--- config.mk ---
export PLATFORM = sky130hd
export DESIGN_NAME = mult_ctrl_flat
export DESIGN_NICKNAME = d
export VERILOG_FILES = /design/src/rtl/mult_ctrl_if.sv /design/src/rtl/mult_ctrl.sv /design/src/flat_wrapper.sv
export SDC_FILE = /design/constraint.sdc
export NUM_CORES = 1
export LEC_CHECK = 0
export CORE_UTILIZATION = 52
export CTS_CLUSTER_DIAMETER = 100
export CTS_CLUSTER_SIZE = 24
export DETAILED_ROUTE_END_ITERATION = 16
export GPL_TIMING_DRIVEN = 0
export PLACE_DENSITY = 0.86
export RECOVER_POWER = 100
export SYNTH_ARGS = -nofsm -noshare
export SYNTH_HDL_FRONTEND = slang
export SYNTH_SLANG_ARGS = --single-unit
--- constraint.sdc ---
create_clock -name clk -period 2.86 [get_ports clk]
set_input_delay 0.572 -clock clk [delete_from_list [all_inputs] [get_ports clk]]
set_output_delay 0.572 -clock clk [all_outputs]
set_load 0.005 [all_outputs]
--- src/rtl/mult_ctrl_if.sv ---
// Execute-stage multiplier bundle: start/operands from the pipeline, status and
// HI/LO back to the pipeline and hazard unit.
interface mult_ctrl_if #(
  parameter int WIDTH = 32
);
  logic             MultStartE;
  logic             MultSgnE;
  logic             FlushE;
  logic [WIDTH-1:0] SrcAE;
  logic [WIDTH-1:0] SrcBE;
  logic             HiLoReadD;
  logic             MultBusyE;
  logic             MultStallD;
  logic             MultDoneE;
  logic [WIDTH-1:0] HiOut;
  logic [WIDTH-1:0] LoOut;

  modport master (
    output MultStartE, MultSgnE, FlushE, SrcAE, SrcBE, HiLoReadD,
    input  MultBusyE, MultStallD, MultDoneE, HiOut, LoOut
  );

  modport slave (
    input  MultStartE, MultSgnE, FlushE, SrcAE, SrcBE, HiLoReadD,
    output MultBusyE, MultStallD, MultDoneE, HiOut, LoOut
  );
endinterface

--- src/rtl/mult_ctrl.sv ---
// Iterative shift-add multiplier controller: one product bit per cycle on
// operand magnitudes, sign restored once at the end before committing HI/LO.
module mult_ctrl #(
  parameter int WIDTH = 32
) (
  input logic        clk,
  input logic        rst,
  mult_ctrl_if.slave bus
);
  localparam int CntW = $clog2(WIDTH + 1);

  typedef enum logic [1:0] {IDLE, RUN, FIX} stateT;

  stateT              state;
  logic [CntW-1:0]    count;
  logic [WIDTH-1:0]   mcand;
  logic [WIDTH-1:0]   mplier;
  logic [WIDTH-1:0]   hiReg;
  logic [WIDTH-1:0]   loReg;
  logic [WIDTH-1:0]   absA;
  logic [WIDTH-1:0]   absB;
  logic [2*WIDTH-1:0] acc;
  logic [2*WIDTH-1:0] product;
  logic [WIDTH:0]     partial;
  logic               negate;
  logic               doneReg;
  logic               accept;
  logic               busy;

  assign accept = bus.MultStartE & ~bus.FlushE;
  assign busy   = (state != IDLE);

  // The upper half keeps its carry so the shift brings it into the product.
  always_comb begin
    absA    = (bus.MultSgnE & bus.SrcAE[WIDTH-1]) ? -bus.SrcAE : bus.SrcAE;
    absB    = (bus.MultSgnE & bus.SrcBE[WIDTH-1]) ? -bus.SrcBE : bus.SrcBE;
    partial = {1'b0, acc[2*WIDTH-1:WIDTH]} + (mplier[0] ? {1'b0, mcand} : '0);
    product = negate ? -acc : acc;
  end

  always_ff @(posedge clk or negedge rst) begin
    if (!rst) begin
      state   <= IDLE;
      count   <= '0;
      acc     <= '0;
      mcand   <= '0;
      mplier  <= '0;
      negate  <= 1'b0;
      hiReg   <= '0;
      loReg   <= '0;
      doneReg <= 1'b0;
    end else begin
      doneReg <= 1'b0;
      case (state)
        IDLE: begin
          if (accept) begin
            mcand  <= absA;
            mplier <= absB;
            negate <= bus.MultSgnE & (bus.SrcAE[WIDTH-1] ^ bus.SrcBE[WIDTH-1]);
            acc    <= '0;
            count  <= CntW'(WIDTH);
            state  <= RUN;
          end
        end
        RUN: begin
          acc    <= {partial, acc[WIDTH-1:1]};
          mplier <= mplier >> 1;
          count  <= count - 1'b1;
          if (count == CntW'(1)) begin
            state <= FIX;
          end
        end
        FIX: begin
          hiReg   <= product[2*WIDTH-1:WIDTH];
          loReg   <= product[WIDTH-1:0];
          doneReg <= 1'b1;
          state   <= IDLE;
        end
        default: state <= IDLE;
      endcase
    end
  end

  assign bus.MultBusyE  = busy;
  assign bus.MultStallD = busy & (bus.HiLoReadD | bus.MultStartE);
  assign bus.MultDoneE  = doneReg;
  assign bus.HiOut      = hiReg;
  assign bus.LoOut      = loReg;
endmodule

--- src/flat_wrapper.sv ---
// flat-port wrapper written by rule: the top's interface ports become plain ports
module mult_ctrl_flat 
#(
  parameter int WIDTH = 32
)
  (clk, rst, bus_MultStartE, bus_MultSgnE, bus_FlushE, bus_SrcAE, bus_SrcBE, bus_HiLoReadD, bus_MultBusyE, bus_MultStallD, bus_MultDoneE, bus_HiOut, bus_LoOut);
  mult_ctrl_if #(.WIDTH(WIDTH)) bus_i ();
  input logic clk;
  input logic rst;
  input wire logic [$bits(bus_i.MultStartE)-1:0] bus_MultStartE;
  input wire logic [$bits(bus_i.MultSgnE)-1:0] bus_MultSgnE;
  input wire logic [$bits(bus_i.FlushE)-1:0] bus_FlushE;
  input wire logic [$bits(bus_i.SrcAE)-1:0] bus_SrcAE;
  input wire logic [$bits(bus_i.SrcBE)-1:0] bus_SrcBE;
  input wire logic [$bits(bus_i.HiLoReadD)-1:0] bus_HiLoReadD;
  output wire logic [$bits(bus_i.MultBusyE)-1:0] bus_MultBusyE;
  output wire logic [$bits(bus_i.MultStallD)-1:0] bus_MultStallD;
  output wire logic [$bits(bus_i.MultDoneE)-1:0] bus_MultDoneE;
  output wire logic [$bits(bus_i.HiOut)-1:0] bus_HiOut;
  output wire logic [$bits(bus_i.LoOut)-1:0] bus_LoOut;
  assign bus_i.MultStartE = bus_MultStartE;
  assign bus_i.MultSgnE = bus_MultSgnE;
  assign bus_i.FlushE = bus_FlushE;
  assign bus_i.SrcAE = bus_SrcAE;
  assign bus_i.SrcBE = bus_SrcBE;
  assign bus_i.HiLoReadD = bus_HiLoReadD;
  assign bus_MultBusyE = bus_i.MultBusyE;
  assign bus_MultStallD = bus_i.MultStallD;
  assign bus_MultDoneE = bus_i.MultDoneE;
  assign bus_HiOut = bus_i.HiOut;
  assign bus_LoOut = bus_i.LoOut;
  mult_ctrl #(.WIDTH(WIDTH)) u_core (.clk(clk), .rst(rst), .bus(bus_i));
endmodule
==> metrics <==
status finished with violations; failing checks capacitance limit, slew limit, setup timing; synthesis-stage register bit count 202; H-tree Lvls 1; # setup viols final 3; Worst-Skew Late Latency 0.48 ns; DR DRC count 0; per-cell routed wire length 17.7 um; share of cells above drive strength 1 0.0701; Worst Path Max Fanout 5; syn_area_per_cell 8.60 um2; Mapped Nets 1531; FF-to-FF End u_core.acc[44]; Final #Nets 1691; dpl cell area 14000 um2; first-pass GRT wire length 54700 um; f_max 344 MHz; most common cell after layout, fill and taps aside nand2_1; count of warnings emitted by yosys 0; Core Rows 55; width of the chip 155 um; Worst-path clk slew 0.10 ns; Die H 155 um; Initial Util 0.536; final WL 33600 um; post-route clock period utilization 1.02; reg2reg setup slack -0.04 ns; post-cts hold buffer count 0; Synth async-reset ratio 1.00; ordered cell list for the critical path clkbuf_8 -> buf_4 -> nand2_2 -> inv_1 -> ha_4 -> a211oi_4 -> nor4_4 -> nor2_2 -> a21boi_1 -> o311a_1 -> or3_1 -> a32o_1; Worst Max-Slew Pin Slew 1.53 ns; post-synth cell types 65; Congestion Overflow GR 0; kind of cell adding the most delay to the critical path compound AO/OA/AOI/OAI gates; Hold Crit Depth 2; initial DRC count 832; most frequent cells in the layout nand2_1 (218), o21ai_0 (214), dfrtp_1 (202), xor2_1 (85), clkdlybuf4s50_1 (68); Worst Hold Class reg -> reg; # port buffers 136; Tmin final 2.90 ns; Num CTS Buffers 12; gr usage total 0.280; Area Overhead vs Synth 21.1%; Seq/Total Area, Yosys 0.413; diode count 0; Critical Path AT 3.28 ns; WHS Endpoint u_core.bus.LoOut[26]; Netlist Area Pre-Place 12200 um2; crit start category register; initial antenna violation count 0; CP required 3.24 ns; Critical Path Slowest Stage Cell dfrtp_1; worst stage delay on the critical path 0.44 ns; clk buf depth 3; Hold Vio Cnt, Final 0; Leak Pwr 6.19 nW; DP HPWL 25500 um; Worst VDD drop 0.458 mV; clk sinks 202; Worst Path Buf+Inv 3; R2R cell count 12; fin. max-slew vios 115; Post-synth EDFFs 0; routability cong. 0.891; Rel. slew slack -0.0210; DR pass1 iterations 6; CTS tree done; Final ANT Viol Nets 0; number of global-route vias before repair 11000; critical path type reg -> reg; pin count of the biggest net entering global routing 116; Vias/cell 6.02; Critical R2R Launch u_core.mplier[0]; Hold Startpoint u_core.bus.LoOut[26]; die area 24200 um2; crit end category register; total number of vias 11400; root buffer cell clkbuf_16; core footprint 22800 um2; Post-Syn Instances 1423; post-route cell area 14800 um2; Max Cap Violations 1; Total Power 0.0147 W; Power Density 993 nW/um2; Main synth FF type dfrtp_1; final worst setup slack -0.0442 ns; RSZ-0062 raised after global routing true; Top Ports 137; Hold WS 0.480 ns; Fin Clk Skew 0.0201 ns
[sequential cells by signal, indices dropped and copies added, names as in the netlist, 2 cells and up]
signal	flops
u_core.state	2
u_core.acc	64
u_core.bus.LoOut	32
u_core.count	6
u_core.mcand	32
u_core.mplier	32
u_core.bus.HiOut	32
[per-stage QoR]
stage,setup TNS [ns],std cells,worst slack [ns],util
floorplan,0,1423,0.0417,-
global placement,-1419.64,1872,-6.89,0.613
detailed placement,-33.78,1873,-0.716,0.614
CTS,0,1888,0.00135,0.638
global route,-3.08,1896,-0.158,0.649
finish,-0.0709,1896,-0.0442,0.649
[where the power goes]
part / switching, W / internal, W / leakage [nW] / total, W
Combinational: 0.00445 / 0.00322 / 3.44 / 0.00767
Clock: 0.000971 / 0.000830 / 0.167 / 0.00180
Sequential: 0.00116 / 0.00410 / 2.58 / 0.00526
[timing repair]
action / CTS / global route
endpoints found under the hold margin: 0 / 0
buffers inserted: 7 / 9
endpoints found under the setup margin: 57 / 75
gates resized for setup: 41 / 61
pin swaps: 8 / 18
[cells in the mapped netlist, types with 9 or more instances]
cell | count | area (um2)
a21o_1 | 15 | 113
nand2_1 | 224 | 841
o31ai_1 | 35 | 263
nor4_1 | 14 | 87.6
and3_1 | 9 | 56.3
nor3_1 | 22 | 110
inv_1 | 27 | 101
a21oi_1 | 63 | 315
or3_1 | 15 | 93.8
ha_1 | 37 | 463
dfrtp_1 | 202 | 5050
nand4_1 | 12 | 75.1
a22oi_1 | 23 | 173
o21ai_0 | 223 | 1120
nand3_1 | 33 | 165
o21a_1 | 11 | 82.6
or4_1 | 12 | 90.1
nor2_1 | 70 | 263
clkbuf_1 | 72 | 270
xor2_1 | 85 | 744
a31oi_1 | 11 | 68.8
and2_1 | 37 | 231
xnor2_1 | 44 | 385
[how the worst max path moves through the flow]
| stage | startpoint | end | depth (start not counted) |
|---|---|---|---|
| final | u_core.mplier[0] | u_core.acc[44] | 12 |
| after global routing | u_core.mplier[0] | u_core.acc[57] | 12 |
| after CTS | u_core.mplier[0] | u_core.acc[60] | 11 |
| after detailed placement | u_core.mplier[0] | u_core.acc[53] | 12 |
| after global placement | rst | u_core.mplier[11] | 1 |
| after floorplan | u_core.mplier[0] | u_core.acc[53] | 12 |
[tightest hold or removal path, cell delays in order, from the launching register on]
cell	delay, ns
dfrtp_1	0.35
nand2_1	0.04
o21ai_0	0.06
[final cells by class]
class | count | area (um2)
buffer | 71 | 285
sequential | 202 | 5050
tap | 313 | 392
inverter | 27 | 101
clock inverter | 1 | 16.3
multi-input combinational | 1116 | 7150
fill | 1896 | 8020
timing repair buffer | 153 | 1510
clock buffer | 13 | 325
[logic make-up after synthesis]
| kind of cell | Yosys count | share of synthesized area |
|---|---|---|
| simple gates | 486 | 0.189 |
| compound gates | 457 | 0.229 |
| flops | 202 | 0.413 |
| xor+xnor | 129 | 0.0923 |
| buf+inv | 105 | 0.0323 |
| fa+ha+maj | 38 | 0.0394 |
| mux | 6 | 0.00491 |
[metal layers]
layer,track usage,part of all wire,vias up
li1,-,-,5412
met2,0.461,0.47,417
met1,0.383,0.44,5493
met5,0,0,-
met3,0.0301,0.062,85
met4,0.105,0.030,0
(Power assumes the default switching activity.)
